`config.mk`:
```
export PLATFORM = sky130hd
export DESIGN_NAME = char_buffer_writer_flat
export DESIGN_NICKNAME = d
export VERILOG_FILES = /design/src/rtl/char_buffer_writer_if.sv /design/src/rtl/char_buffer_writer.sv /design/src/flat_wrapper.sv
export SDC_FILE = /design/constraint.sdc
export NUM_CORES = 1
export LEC_CHECK = 0
export CAP_MARGIN = 20
export CORE_ASPECT_RATIO = 1.25
export CORE_MARGIN = 2
export CORE_UTILIZATION = 35
export CTS_BUF_LIST = sky130_fd_sc_hd__clkbuf_8
export CTS_CLUSTER_SIZE = 25
export DETAILED_ROUTE_END_ITERATION = 7
export DONT_BUFFER_PORTS = 1
export PLACE_DENSITY = 0.6
export SKIP_CTS_REPAIR_TIMING = 1
export SLEW_MARGIN = 20
export SYNTH_ARGS = -nofsm -noshare
export SYNTH_HDL_FRONTEND = slang
export SYNTH_SLANG_ARGS = --single-unit
export TNS_END_PERCENT = 20
```
`constraint.sdc`:
```
create_clock -name clk -period 2.2 [get_ports clk]
set_input_delay 0.22 -clock clk [delete_from_list [all_inputs] [get_ports clk]]
set_output_delay 0.22 -clock clk [all_outputs]
set_load 0.005 [all_outputs]
```
`src/rtl/char_buffer_writer_if.sv`:
```
// Byte-stream handshake, screen-memory port and cursor/status signals of char_buffer_writer.
// slave is the writer itself; master is whatever drives bytes and models the memory.
interface char_buffer_writer_if;
  logic [7:0]  in_data;
  logic        in_valid;
  logic        in_ready;
  logic [10:0] mem_raddr;
  logic [7:0]  mem_rdata;
  logic [10:0] mem_waddr;
  logic [7:0]  mem_wdata;
  logic        mem_we;
  logic [4:0]  cur_row;
  logic [6:0]  cur_col;
  logic        busy;

  modport slave (
    input  in_data, in_valid, mem_rdata,
    output in_ready, mem_raddr, mem_waddr, mem_wdata, mem_we, cur_row, cur_col, busy
  );

  modport master (
    output in_data, in_valid, mem_rdata,
    input  in_ready, mem_raddr, mem_waddr, mem_wdata, mem_we, cur_row, cur_col, busy
  );
endinterface

```
`src/rtl/char_buffer_writer.sv`:
```
// Terminal-style writer for the 80x25 ASCII screen memory: prints bytes, moves the cursor,
// scrolls on LF at the bottom row and clears the screen on FF.
module char_buffer_writer #(
  parameter int unsigned COLS  = 80,
  parameter int unsigned ROWS  = 25,
  parameter logic [7:0]  BLANK = 8'h20
) (
  input  logic                 clk,
  input  logic                 clr_n,
  char_buffer_writer_if.slave  bus
);

  // SCROLL_WORDS is both the last scroll cycle index and the base address of the bottom line.
  localparam logic [10:0] LINE_WORDS   = 11'(COLS);
  localparam logic [10:0] SCROLL_WORDS = 11'(COLS * (ROWS - 1));
  localparam logic [10:0] LINE_LAST    = 11'(COLS - 1);
  localparam logic [10:0] SCREEN_LAST  = 11'(COLS * ROWS - 1);
  localparam logic [6:0]  COL_MAX      = 7'(COLS - 1);
  localparam logic [4:0]  ROW_MAX      = 5'(ROWS - 1);

  localparam logic [7:0] CH_BS  = 8'h08;
  localparam logic [7:0] CH_TAB = 8'h09;
  localparam logic [7:0] CH_LF  = 8'h0A;
  localparam logic [7:0] CH_FF  = 8'h0C;
  localparam logic [7:0] CH_CR  = 8'h0D;

  typedef enum logic [1:0] {IDLE, SCROLL, CLEAR_LINE, CLEAR_ALL} state_e;

  state_e      state_q, state_d;
  logic [10:0] cnt_q, cnt_d;
  logic [4:0]  row_q, row_d;
  logic [6:0]  col_q, col_d;
  logic        in_ready_q, in_ready_d;
  logic [10:0] raddr_q, raddr_d;
  logic        pend_we_q, pend_we_d;
  logic [10:0] pend_addr_q, pend_addr_d;
  logic [7:0]  pend_data_q, pend_data_d;

  logic        accept;
  logic [10:0] cur_addr;
  logic [6:0]  tab_col;

  function automatic logic is_printable(input logic [7:0] b);
    return ((b >= 8'h20) && (b <= 8'h7E)) || (b >= 8'hA0);
  endfunction

  assign accept   = bus.in_valid && in_ready_q;
  assign cur_addr = 11'(row_q) * LINE_WORDS + 11'(col_q);
  assign tab_col  = {col_q[6:3] + 4'd1, 3'b000};

  // State register
  always_ff @(posedge clk or negedge clr_n) begin
    if (!clr_n) begin
      state_q     <= IDLE;
      cnt_q       <= '0;
      row_q       <= '0;
      col_q       <= '0;
      in_ready_q  <= 1'b0;
      raddr_q     <= '0;
      pend_we_q   <= 1'b0;
      pend_addr_q <= '0;
      pend_data_q <= '0;
    end else begin
      // NOTE: non-blocking so every register samples the pre-edge values of all the others.
      state_q     <= state_d;
      cnt_q       <= cnt_d;
      row_q       <= row_d;
      col_q       <= col_d;
      in_ready_q  <= in_ready_d;
      raddr_q     <= raddr_d;
      pend_we_q   <= pend_we_d;
      pend_addr_q <= pend_addr_d;
      pend_data_q <= pend_data_d;
    end
  end

  // Next-state logic
  always_comb begin
    // NOTE: every variable gets a default first so no branch can leave it unassigned (no latch).
    state_d     = state_q;
    cnt_d       = cnt_q;
    row_d       = row_q;
    col_d       = col_q;
    raddr_d     = raddr_q;
    pend_we_d   = 1'b0;
    pend_addr_d = pend_addr_q;
    pend_data_d = pend_data_q;

    unique case (state_q)
      IDLE: begin
        if (accept) begin
          cnt_d = '0;
          if (is_printable(bus.in_data)) begin
            pend_we_d   = 1'b1;
            pend_addr_d = cur_addr;
            pend_data_d = bus.in_data;
            if (col_q != COL_MAX) col_d = col_q + 7'd1;
          end else begin
            case (bus.in_data)
              CH_CR:  col_d = '0;
              CH_BS:  if (col_q != '0) col_d = col_q - 7'd1;
              CH_TAB: col_d = (tab_col > COL_MAX) ? COL_MAX : tab_col;
              CH_LF: begin
                if (row_q != ROW_MAX) begin
                  row_d = row_q + 5'd1;
                end else begin
                  state_d = SCROLL;
                  raddr_d = LINE_WORDS;
                end
              end
              CH_FF:   state_d = CLEAR_ALL;
              default: ;
            endcase
          end
        end
      end

      // Read runs one cycle ahead of the write that consumes its data; the read address
      // stops on the last source word and then holds.
      SCROLL: begin
        if (cnt_q < SCROLL_WORDS - 11'd1) raddr_d = raddr_q + 11'd1;
        if (cnt_q == SCROLL_WORDS) begin
          state_d = CLEAR_LINE;
          cnt_d   = '0;
        end else begin
          cnt_d = cnt_q + 11'd1;
        end
      end

      CLEAR_LINE: begin
        if (cnt_q == LINE_LAST) begin
          state_d = IDLE;
          cnt_d   = '0;
        end else begin
          cnt_d = cnt_q + 11'd1;
        end
      end

      CLEAR_ALL: begin
        if (cnt_q == SCREEN_LAST) begin
          state_d = IDLE;
          cnt_d   = '0;
          row_d   = '0;
          col_d   = '0;
        end else begin
          cnt_d = cnt_q + 11'd1;
        end
      end

      default: state_d = IDLE;
    endcase

    in_ready_d = (state_d == IDLE) && !accept;
  end

  // Output logic
  always_comb begin
    bus.mem_we    = pend_we_q;
    bus.mem_waddr = pend_addr_q;
    bus.mem_wdata = pend_data_q;

    unique case (state_q)
      SCROLL: begin
        if (cnt_q != '0) begin
          bus.mem_we    = 1'b1;
          bus.mem_waddr = cnt_q - 11'd1;
          bus.mem_wdata = bus.mem_rdata;
        end
      end
      CLEAR_LINE: begin
        bus.mem_we    = 1'b1;
        bus.mem_waddr = SCROLL_WORDS + cnt_q;
        bus.mem_wdata = BLANK;
      end
      CLEAR_ALL: begin
        bus.mem_we    = 1'b1;
        bus.mem_waddr = cnt_q;
        bus.mem_wdata = BLANK;
      end
      default: ;
    endcase
  end

  assign bus.in_ready  = in_ready_q;
  assign bus.mem_raddr = raddr_q;
  assign bus.cur_row   = row_q;
  assign bus.cur_col   = col_q;
  assign bus.busy      = (state_q != IDLE);

endmodule

```
`src/flat_wrapper.sv`:
```
// flat-port wrapper written by rule: the top's interface ports become plain ports
module char_buffer_writer_flat 
#(
  parameter int unsigned COLS  = 80,
  parameter int unsigned ROWS  = 25,
  parameter logic [7:0]  BLANK = 8'h20
)
  (clk, clr_n, bus_in_data, bus_in_valid, bus_mem_rdata, bus_in_ready, bus_mem_raddr, bus_mem_waddr, bus_mem_wdata, bus_mem_we, bus_cur_row, bus_cur_col, bus_busy);
  char_buffer_writer_if bus_i ();
  input  logic clk;
  input  logic clr_n;
  input wire logic [$bits(bus_i.in_data)-1:0] bus_in_data;
  input wire logic [$bits(bus_i.in_valid)-1:0] bus_in_valid;
  input wire logic [$bits(bus_i.mem_rdata)-1:0] bus_mem_rdata;
  output wire logic [$bits(bus_i.in_ready)-1:0] bus_in_ready;
  output wire logic [$bits(bus_i.mem_raddr)-1:0] bus_mem_raddr;
  output wire logic [$bits(bus_i.mem_waddr)-1:0] bus_mem_waddr;
  output wire logic [$bits(bus_i.mem_wdata)-1:0] bus_mem_wdata;
  output wire logic [$bits(bus_i.mem_we)-1:0] bus_mem_we;
  output wire logic [$bits(bus_i.cur_row)-1:0] bus_cur_row;
  output wire logic [$bits(bus_i.cur_col)-1:0] bus_cur_col;
  output wire logic [$bits(bus_i.busy)-1:0] bus_busy;
  assign bus_i.in_data = bus_in_data;
  assign bus_i.in_valid = bus_in_valid;
  assign bus_i.mem_rdata = bus_mem_rdata;
  assign bus_in_ready = bus_i.in_ready;
  assign bus_mem_raddr = bus_i.mem_raddr;
  assign bus_mem_waddr = bus_i.mem_waddr;
  assign bus_mem_wdata = bus_i.mem_wdata;
  assign bus_mem_we = bus_i.mem_we;
  assign bus_cur_row = bus_i.cur_row;
  assign bus_cur_col = bus_i.cur_col;
  assign bus_busy = bus_i.busy;
  char_buffer_writer #(.COLS(COLS), .ROWS(ROWS), .BLANK(BLANK)) u_core (.clk(clk), .clr_n(clr_n), .bus(bus_i));
endmodule
```
==> results by group, run 1 <==
Outcome
  – Status: complete, but fails checks
  – Failing checks: setup timing

Setup path
  – Worst R2R Start: u_core.bus.cur_row[1]
  – Worst Path Buf+Inv: 2
  – Max FO, Critical Path: 7
  – Critical Path End Type: output port
  – Cells along the critical path: or4_4 -> o31ai_4 -> buf_6 -> nor3_2 -> a21oi_1 -> o21ai_1 -> buf_4
  – Crit Path Category: reg -> out
  – Top delay family on crit path: simple AND/OR/NAND/NOR gates
  – CP required: 1.98 ns
  – Reg2reg end: u_core.pend_addr_q[10]
  – Worst R2R Path Depth: 9
  – Worst path max stage delay: 0.55 ns
  – Startpoint Class: register
  – Slowest stage cell, crit path: or4_4
  – FF-to-FF setup slack: 0.01 ns
  – Crit path DAT: 2.17 ns

Floorplan
  – Initial core utilization: 35.9%
  – Die ar.: 0.0133 mm2
  – DIE WIDTH: 104 um
  – Die Ht: 129 um
  – Site Rows: 45
  – Core area: 0.0121 mm2
  – I/O pins: 64

STA
  – Final setup margin: -0.192 ns
  – Slew margin rel.: 56.5%
  – Final period util: 109%
  – RSZ-0062 raised after global routing: yes
  – Final Slew Violations: 0
  – Worst slew pin tran: 0.653 ns
  – F_max: 418 MHz
  – Final setup violation count: 18
  – Crit path time final: 2.39 ns
  – Final hold viol count: 0
  – Fin Setup TNS: -1.88 ns
  – Final Skew: 0.0130 ns

Clock network
  – Max H-tree Level: 3
  – Root Buffer Master: clkbuf_8
  – CTS tree: done
  – Cts bufs inserted: 9
  – Clock Latency Late Sink: 0.36 ns
  – Clk buf depth: 2
  – Clock sink count: 57
  – Clock-pin slew on the worst setup and hold paths: 0.08 ns

Min path
  – Worst Hold Depth: 1
  – Worst Min Path Start: bus_in_data[4]
  – HP Class: in -> reg
  – Worst Hold End: u_core.pend_data_q[4]

Yosys
  – Synth Register Bits: 57
  – Synthesized Nets: 575
  – Synth Instances: 531
  – Primary FF master, synth: dfrtp_1
  – Syn Std Cell Area: 0.00434 mm2
  – Syn avg cell area: 8.17 um2
  – Yosys synthesis warning count: 0
  – Async S/R FF share, synth: 100%
  – Library cells used by synthesis: 62
  – Seq/Total Area, Yosys: 32.9%
  – Post-synth EDFFs: 0

Drt
  – Via-to-Cell Ratio: 5.68
  – Routed len/inst: 17.1 um
  – Remaining routing DRC violations: 0
  – Via count: 4289
  – TritonRoute pass-1 iters: 6
  – Final wirelength: 12.9 mm
  – Number of DRC markers in iteration 0: 233
  – Post-route ant nets: 0

Global routing
  – Vias in the first global route: 4122
  – Total GRT Usage: 18.6%
  – Largest net degree at the start of global routing: 58
  – Antenna violations before repair: 0
  – First-pass GRT wire length: 20.3 mm
  – Global route overflow: 0

Final layout
  – Most common cell after layout, fill and taps aside: buf_4
  – Design area: 0.00542 mm2
  – Final nets: 630
  – Most frequent cells in the layout: buf_4 (64), nand2_1 (56), dfrtp_1 (53)
  – Antenna cells: 0
  – Synth-to-Final Area Change: 24.8%
  – Final Non-Filler Cells: 755
  – Layout cell share with drive strength beyond 1: 24.4%

Placed design
  – Post-DP HPWL: 9.43 mm
  – Count of input and output buffers: 0
  – Placed cell area: 0.00485 mm2
  – Placed cell count: 725
  – Placer Congestion: 0.900

Pwr
  – Leakage Power: 2.31 nW
  – Pwr Density: 1030 mW/mm2
  – Worst-case vdd ir drop: 383 uV
  – Power Total: 0.00560 W

Flow run
  – Number of max-cap violations: 0
routing by layer:
metal  vias to the layer above  part of all wire (%)  global-route usage, %
met1                      2036                    41                   22.3
li1                       2058                     -                      -
met3                        31                   6.6                   4.86
met4                         0                   2.8                   7.07
met2                       164                    50                   32.2
met5                         -                     0                      0
sequential cells by signal (all words and copies together) (netlist names):
| signal | flops |
|---|---|
| u_core.pend_we_q | 1 |
| u_core.pend_addr_q | 11 |
| u_core.bus.in_ready | 1 |
| u_core.bus.cur_col | 7 |
| u_core.pend_data_q | 8 |
| u_core.cnt_q | 11 |
| u_core.state_q | 2 |
| u_core.bus.cur_row | 5 |
| u_core.bus.mem_raddr | 11 |
where the power goes:
| part | internal [W] | leakage, nW | switching [W] |
|---|---|---|---|
| Sequential | 0.00137 | 0.726 | 0.000332 |
| Combinational | 0.00134 | 1.48 | 0.00153 |
| Clock | 0.000555 | 0.0985 | 0.000481 |
| Total | 0.00326 | 2.31 | 0.00234 |
worst reg2reg max path: stages, from the launching register on:
cell,delay [ns]
dfrtp_1,0.40
ha_1,0.29
ha_1,0.16
inv_1,0.06
fa_1,0.40
xnor2_2,0.19
o2111ai_1,0.15
xor2_1,0.18
xnor2_1,0.14
o21ai_0,0.09
cell type report:
type | count | area [um2]
fillers | 1170 | 6690
multi-input cells | 408 | 2820
flip-flops and latches | 57 | 1430
repair buffers | 74 | 622
well taps | 164 | 205
clock buffers | 10 | 138
inverters | 36 | 135
clock inverters | 6 | 67.6
worst max path at each step:
stage                    start                    end  slack (ns)  cells past startpoint
2_1_floorplan  u_core.cnt_q[0]       bus_mem_waddr[0]      -0.001                      7
3_3_place_gp   u_core.cnt_q[4]  u_core.bus.cur_row[2]       -0.19                      5
3_5_place_dp   u_core.cnt_q[4]  u_core.bus.cur_row[4]       -0.17                      5
4_1_cts        u_core.cnt_q[1]       bus_mem_waddr[5]       -0.38                      9
5_1_grt        u_core.cnt_q[1]       bus_mem_waddr[8]       -0.28                      9
6_report       u_core.cnt_q[7]       bus_mem_waddr[5]       -0.19                      7
synth_stat cells, drive strengths merged (5+ instances only):
| master | n | area, um2 |
|---|---|---|
| a31oi | 10 | 62.6 |
| a21oi | 27 | 135 |
| o21bai | 8 | 60.1 |
| and2 | 7 | 43.8 |
| and3 | 8 | 50.1 |
| nor3 | 22 | 115 |
| a22oi | 10 | 75.1 |
| o21ai | 49 | 245 |
| clkbuf | 19 | 71.3 |
| nand2 | 57 | 214 |
| nor4 | 7 | 50.1 |
| xnor2 | 8 | 70.1 |
| dfrtp | 57 | 1430 |
| nand4 | 6 | 37.5 |
| mux2 | 10 | 113 |
| nand3 | 21 | 105 |
| nor2 | 35 | 131 |
| inv | 36 | 135 |
| o22ai | 9 | 56.3 |
| ha | 23 | 288 |
| mux2i | 5 | 50.1 |
| or3 | 5 | 31.3 |
| o31ai | 9 | 67.6 |
| buf | 11 | 82.6 |
cells by family (layout without fill, tap and decap cells):
logic type	count (synthesis)	count (layout)	synth area share, %
DFF	57	57	32.9
buffers and inverters	66	126	6.66
adders and majority gates	25	25	7.55
muxes	15	15	3.75
xor gates and xnor gates	12	12	2.42
AOI/OAI and AO/OA	163	163	24.2
and+or+nand+nor	193	193	22.5
through the flow:
step | worst slack, ns | hold WS (ns) | utilization, %
after detailed placement | -0.168 | -0.0738 | 40.1
after global placement | -0.185 | -0.0740 | 40.1
after floorplan | -0.00119 | -0.0756 | -
after CTS | -0.383 | -0.459 | 41.8
after global routing | -0.283 | 0.00201 | 44.8
final | -0.192 | 0.0129 | 44.8
(Power assumes the default switching activity.)
==> run 2, diff against run 1 <==
==> constraint.sdc (replaced) <==
create_clock -name clk -period 2.2 [get_ports clk]
set_input_delay 0.44 -clock clk [delete_from_list [all_inputs] [get_ports clk]]
set_output_delay 0.44 -clock clk [all_outputs]
set_load 0.005 [all_outputs]
==> run 2 against run 1 <==
The flow still finishes with violations (setup timing). Via count rose by 1.2%. Cell area rose by 1.8%. Total power rose by 3.3%. Setup slack got worse by 0.20 ns.
==> results by group, run 2 (same netlist as run 1, synthesis figures left out) <==
Outcome
  – Status: complete, but fails checks (unchanged)
  – Failing checks: setup timing (unchanged)

STA
  – RSZ-0062 raised after global routing: yes (unchanged)
  – Final Slew Violations: 0 (unchanged)
  – F_max: 386 MHz (was 418 MHz)
  – Final setup margin: -0.389 ns (was -0.192 ns)
  – Final Skew: 0.0117 ns (was 0.0130 ns)
  – Final setup violation count: 19 (was 18)
  – Crit path time final: 2.59 ns (was 2.39 ns)
  – Final hold viol count: 0 (unchanged)
  – Slew margin rel.: 71.1% (was 56.5%)
  – Worst slew pin tran: 0.433 ns (was 0.653 ns)
  – Hold WS: 0.235 ns (was 0.0129 ns)
  – Final period util: 118% (was 109%)

Drt
  – Post-route ant nets: 0 (unchanged)
  – Final wirelength: 13.6 mm (was 12.9 mm)
  – Via count: 4342 (was 4289)
  – Via-to-Cell Ratio: 5.68 (about the same)
  – Number of DRC markers in iteration 0: 238 (was 233)
  – TritonRoute pass-1 iters: 5 (was 6)
  – Routed len/inst: 17.8 um (was 17.1 um)
  – Remaining routing DRC violations: 0 (unchanged)

Placed design
  – Placed cell area: 0.00502 mm2 (was 0.00485 mm2)
  – Count of input and output buffers: 0 (unchanged)
  – Placed cell count: 742 (was 725)
  – Placer Congestion: 0.920 (was 0.900)
  – Post-DP HPWL: 10.2 mm (was 9.43 mm)

Floorplan
  – Die Ht: 129 um (unchanged)
  – I/O pins: 64 (unchanged)
  – Core area: 0.0121 mm2 (unchanged)
  – DIE WIDTH: 104 um (unchanged)
  – Die ar.: 0.0133 mm2 (unchanged)
  – Site Rows: 45 (unchanged)
  – Initial core utilization: 35.9% (unchanged)

Setup path
  – Crit path DAT: 2.15 ns (was 2.17 ns)
  – Worst Path Buf+Inv: 3 (was 2)
  – Startpoint Class: register (unchanged)
  – Worst path max stage delay: 0.40 ns (was 0.55 ns)
  – Cells along the critical path: inv_2 -> ha_4 -> or3b_4 -> o31ai_4 -> buf_6 -> buf_2 -> nand2_1 -> a21oi_2 (was or4_4 -> o31ai_4 -> buf_6 -> nor3_2 -> a21oi_1 -> o21ai_1 -> buf_4)
  – CP required: 1.76 ns (was 1.98 ns)
  – Critical Path End Type: output port (unchanged)
  – Top delay family on crit path: simple AND/OR/NAND/NOR gates (unchanged)
  – Slowest stage cell, crit path: or3b_4 (was or4_4)
  – Crit Path Category: reg -> out (unchanged)
  – Max FO, Critical Path: 5 (was 7)

Clock network
  – Clock sink count: 57 (unchanged)
  – Clock-pin slew on the worst setup and hold paths: 0.07 ns (was 0.08 ns)
  – Cts bufs inserted: 9 (unchanged)
  – Clock Latency Late Sink: 0.36 ns (about the same)
  – Clk buf depth: 2 (unchanged)
  – Root Buffer Master: clkbuf_8 (unchanged)
  – Max H-tree Level: 3 (unchanged)
  – CTS tree: done (unchanged)

Final layout
  – Fill count: 1193 (was 1170)
  – Multi-input logic area: 0.00280 mm2 (was 0.00282 mm2)
  – Design area: 0.00552 mm2 (was 0.00542 mm2)
  – Synth-to-Final Area Change: 27.1% (was 24.8%)
  – Antenna cells: 0 (unchanged)
  – Most frequent cells in the layout: buf_4 (75), dfrtp_1 (56), nand2_1 (52) (was buf_4 (64), nand2_1 (56), dfrtp_1 (53))
  – Most common cell after layout, fill and taps aside: buf_4 (unchanged)
  – Final nets: 640 (was 630)
  – Layout cell share with drive strength beyond 1: 25.5% (was 24.4%)
  – Final Non-Filler Cells: 765 (was 755)
  – Register Area: 0.00143 mm2 (about the same)

Flow run
  – Number of max-cap violations: 0 (unchanged)

Global routing
  – Vias in the first global route: 4389 (was 4122)
  – First-pass GRT wire length: 21.9 mm (was 20.3 mm)
  – Global route overflow: 0 (unchanged)
  – Largest net degree at the start of global routing: 58 (unchanged)
  – Antenna violations before repair: 0 (unchanged)
  – Total GRT Usage: 20.4% (was 18.6%)

Pwr
  – Leakage Power: 2.39 nW (was 2.31 nW)
  – Power Total: 0.00579 W (was 0.00560 W)
  – Pwr Density: 1050 mW/mm2 (was 1030 mW/mm2)
  – Worst-case vdd ir drop: 473 uV (was 383 uV)

Min path
  – HP Class: in -> reg (unchanged)
-- run 2: area by class of cell --
| cell class | count | area share, % |
|---|---|---|
| multi-input combinational | 408 | 50.8 |
| inverter | 36 | 2.45 |
| sequential | 57 | 25.9 |
| tap | 164 | 3.72 |
| clock inverter | 7 | 2.43 |
| timing repair buffer | 84 | 12.5 |
| clock buffer | 9 | 2.25 |
-- run 2: path summary, 6_finish.rpt --
path,start,end,slack [ns],depth (start not counted)
min,bus_in_data[1],u_core.pend_data_q[1],0.23,1
max in group asynchronous,clr_n,u_core.state_q[0],1.31,2
min reg2reg,u_core.pend_addr_q[5],u_core.pend_addr_q[5],0.49,2
max reg2reg,u_core.bus.cur_row[1],u_core.pend_addr_q[10],0.04,9
max,u_core.cnt_q[1],bus_mem_wdata[1],-0.39,8
min in group asynchronous,clr_n,u_core.bus.cur_col[1],0.59,2
-- run 2: stage by stage --
stage,setup TNS (ns),utilization (%),setup slack [ns]
after floorplan,0,-,0.00973
after global placement,-0.482,41.5,-0.0666
after detailed placement,-0.633,41.5,-0.0662
after CTS,-7.78,43.6,-0.471
after global routing,-7.25,45.6,-0.476
final,-5.68,45.6,-0.389
-- run 2: where the power goes --
part | internal (W) | switching (W) | total [W]
logic | 0.00128 | 0.00146 | 0.00274
clock network | 0.000859 | 0.000464 | 0.00132
registers | 0.00137 | 0.000359 | 0.00173
total | 0.00350 | 0.00228 | 0.00579
-- run 2: metal layers --
layer	track usage, %	vias up	share of wire (%)
met5	0	-	0
met4	9.86	0	2.7
met2	35.6	114	51
li1	-	2077	-
met1	23.5	2117	41
met3	4.91	34	4.8
==> run 3, diff against run 2 <==
- CELL_PAD_IN_SITES_DETAIL_PLACEMENT: not set -> 2
- CELL_PAD_IN_SITES_GLOBAL_PLACEMENT: not set -> 2
- PLACE_DENSITY: 0.6 -> 0.87
- RECOVER_POWER: not set -> 100
==> run 3 against run 2 <==
Via count grew 12%. Register-to-register slack got worse by 0.32 ns. Global-route usage grew 8.9 points. Critical endpoint is now bus_mem_waddr[5]. Sequential cell count stayed put. The flow finishes with violations (capacitance limit, slew limit, setup timing).
==> results by group, run 3 (same netlist as run 1, synthesis figures left out) <==
Final layout
  – Synth-to-Final Area Change: 28.9% (was 27.1%)
  – Most frequent cells in the layout: buf_4 (74), dfrtp_1 (54), nand2_1 (52) (was buf_4 (75), dfrtp_1 (56), nand2_1 (52))
  – Final Non-Filler Cells: 776 (was 765)
  – Final nets: 652 (was 640)
  – Antenna cells: 0 (unchanged)
  – Most common cell after layout, fill and taps aside: buf_4 (unchanged)
  – Fill count: 1329 (was 1193)
  – Layout cell share with drive strength beyond 1: 28.3% (was 25.5%)

Floorplan
  – Site Rows: 45 (unchanged)
  – Die Ht: 129 um (unchanged)
  – Die ar.: 0.0133 mm2 (unchanged)
  – DIE WIDTH: 104 um (unchanged)
  – Core area: 0.0121 mm2 (unchanged)
  – I/O pins: 64 (unchanged)
  – Initial core utilization: 35.9% (unchanged)

Placed design
  – Post-DP HPWL: 14.1 mm (was 10.2 mm)
  – Placer Congestion: 0.916 (was 0.920)
  – Count of input and output buffers: 0 (unchanged)
  – Placed cell count: 746 (was 742)

Min path
  – Worst Min Path Start: bus_in_data[6] (was bus_in_data[1])
  – Worst Hold End: u_core.pend_data_q[6] (was u_core.pend_data_q[1])
  – Worst Hold Depth: 1 (unchanged)
  – HP Class: in -> reg (unchanged)

STA
  – Final hold viol count: 0 (unchanged)
  – RSZ-0062 raised after global routing: yes (unchanged)
  – Final setup margin: -0.509 ns (was -0.389 ns)
  – Final setup violation count: 64 (was 19)
  – F_max: 369 MHz (was 386 MHz)
  – Worst slew pin tran: 1.56 ns (was 0.433 ns)
  – Slew margin rel.: -3.78% (was 71.1%)
  – Final Skew: 0.0261 ns (was 0.0117 ns)
  – Crit path time final: 2.71 ns (was 2.59 ns)
  – Final Slew Violations: 58 (was 0)
  – Final period util: 123% (was 118%)

Setup path
  – CP required: 1.76 ns (about the same)
  – Crit path DAT: 2.27 ns (was 2.15 ns)
  – Crit Path Category: reg -> out (unchanged)
  – Startpoint Class: register (unchanged)
  – Worst R2R Path Depth: 5 (was 9)
  – Critical path startpoint: u_core.cnt_q[1] (unchanged)
  – Reg2reg end: u_core.bus.cur_col[1] (was u_core.pend_addr_q[10])
  – FF-to-FF setup slack: -0.28 ns (was 0.04 ns)
  – Critical Path End Type: output port (unchanged)
  – Max FO, Critical Path: 6 (was 5)
  – Worst R2R Start: u_core.state_q[0] (was u_core.bus.cur_row[1])

Pwr
  – Power Total: 0.00621 W (was 0.00579 W)
  – Pwr Density: 1110 mW/mm2 (was 1050 mW/mm2)
  – Worst-case vdd ir drop: 372 uV (was 473 uV)
  – Leakage Power: 2.36 nW (was 2.39 nW)

Clock network
  – Clock Latency Late Sink: 0.38 ns (was 0.36 ns)
  – Root Buffer Master: clkbuf_8 (unchanged)
  – Clock sink count: 57 (unchanged)
  – Max H-tree Level: 3 (unchanged)
  – Cts bufs inserted: 9 (unchanged)
  – Clock-pin slew on the worst setup and hold paths: 0.09 ns (was 0.07 ns)
  – Clk buf depth: 2 (unchanged)
  – CTS tree: done (unchanged)

Global routing
  – First-pass GRT wire length: 30.5 mm (was 21.9 mm)
  – Total GRT Usage: 29.2% (was 20.4%)
  – Global route overflow: 0 (unchanged)
  – Vias in the first global route: 5383 (was 4389)
  – Largest net degree at the start of global routing: 58 (unchanged)
  – Antenna violations before repair: 1 (was 0)

Drt
  – WL met2: 11.9 mm (was 6.99 mm)
  – Via-to-Cell Ratio: 6.29 (was 5.68)
  – Metal3 WL: 865 um (was 657 um)
  – Remaining routing DRC violations: 0 (unchanged)
  – Post-route ant nets: 0 (unchanged)
  – Met1 WL: 7.97 mm (was 5.60 mm)
  – TritonRoute pass-1 iters: 4 (was 5)
  – Routed len/inst: 28.1 um (was 17.8 um)
  – Final wirelength: 21.8 mm (was 13.6 mm)
  – Max layer used: met4 (unchanged)
  – Via count: 4880 (was 4342)
  – Number of DRC markers in iteration 0: 288 (was 238)

Outcome
  – Failing checks: capacitance limit, slew limit, setup timing (was setup timing)
  – Status: complete, but fails checks (unchanged)

Flow run
  – Number of max-cap violations: 1 (was 0)
run 3: changes by cell type in the layout (fill, tap and decap cells not counted), sizes merged:
cell and delta:
clkbuf +12, bufinv -3, inv -1, clkinv +1, clkinvlp +2
run 3: layout make-up:
cell class	instances	area [um2]	area share, %
Timing Repair Buffer	96	718	12.8
Tap cell	164	205	3.67
Multi-Input combinational cell	408	2920	52.2
Clock inverter	6	60.1	1.07
Sequential cell	57	1430	25.6
Clock buffer	9	124	2.21
Inverter	36	135	2.41
run 3: worst max path at each step:
stage                                  end  slack [ns]  cells after the start
after floorplan           bus_mem_waddr[3]        0.01                      7
after global placement    bus_mem_waddr[0]       -0.06                      7
after detailed placement  bus_mem_waddr[7]       -0.16                      9
after CTS                 bus_mem_waddr[5]       -0.57                      8
after global routing      bus_mem_waddr[5]       -0.59                      9
final                     bus_mem_waddr[5]       -0.51                      9
run 3: layer usage:
metal / vias up / track usage, %
li1: 2101 / -
met1: 2525 / 31.1
met2: 178 / 56.9
met3: 76 / 6.13
met4: 0 / 10.6
met5: - / 0
run 3: power breakdown:
part / switching, W / leakage [nW] / internal (W) / total [W]
clock: 0.000537 / 0.0909 / 0.000511 / 0.00105
combinational: 0.00195 / 1.54 / 0.00141 / 0.00336
sequential: 0.000429 / 0.727 / 0.00137 / 0.00179
run 3: through the flow:
stage	hold WS (ns)	utilization (%)	TNS, ns	setup WS [ns]	instance area [um2]
after floorplan	0.144	-	0	0.00973	4370
after global placement	0.149	41.7	-0.159	-0.0577	5050
after detailed placement	0.147	41.7	-2.85	-0.161	5050
after CTS	-0.254	43.3	-12.01	-0.571	5240
after global routing	0.204	46.2	-19.76	-0.593	5600
final	0.206	46.2	-13.53	-0.509	5600
run 3: worst max-delay path, stage by stage (launching register included):
cell and delay, ns:
dfrtp_1 0.40, inv_2 0.10, ha_4 0.16, or3b_4 0.41, o31ai_4 0.24, buf_6 0.17
buf_6 0.12, a21oi_4 0.03, o21ai_2 0.17, o21ai_2 0.10
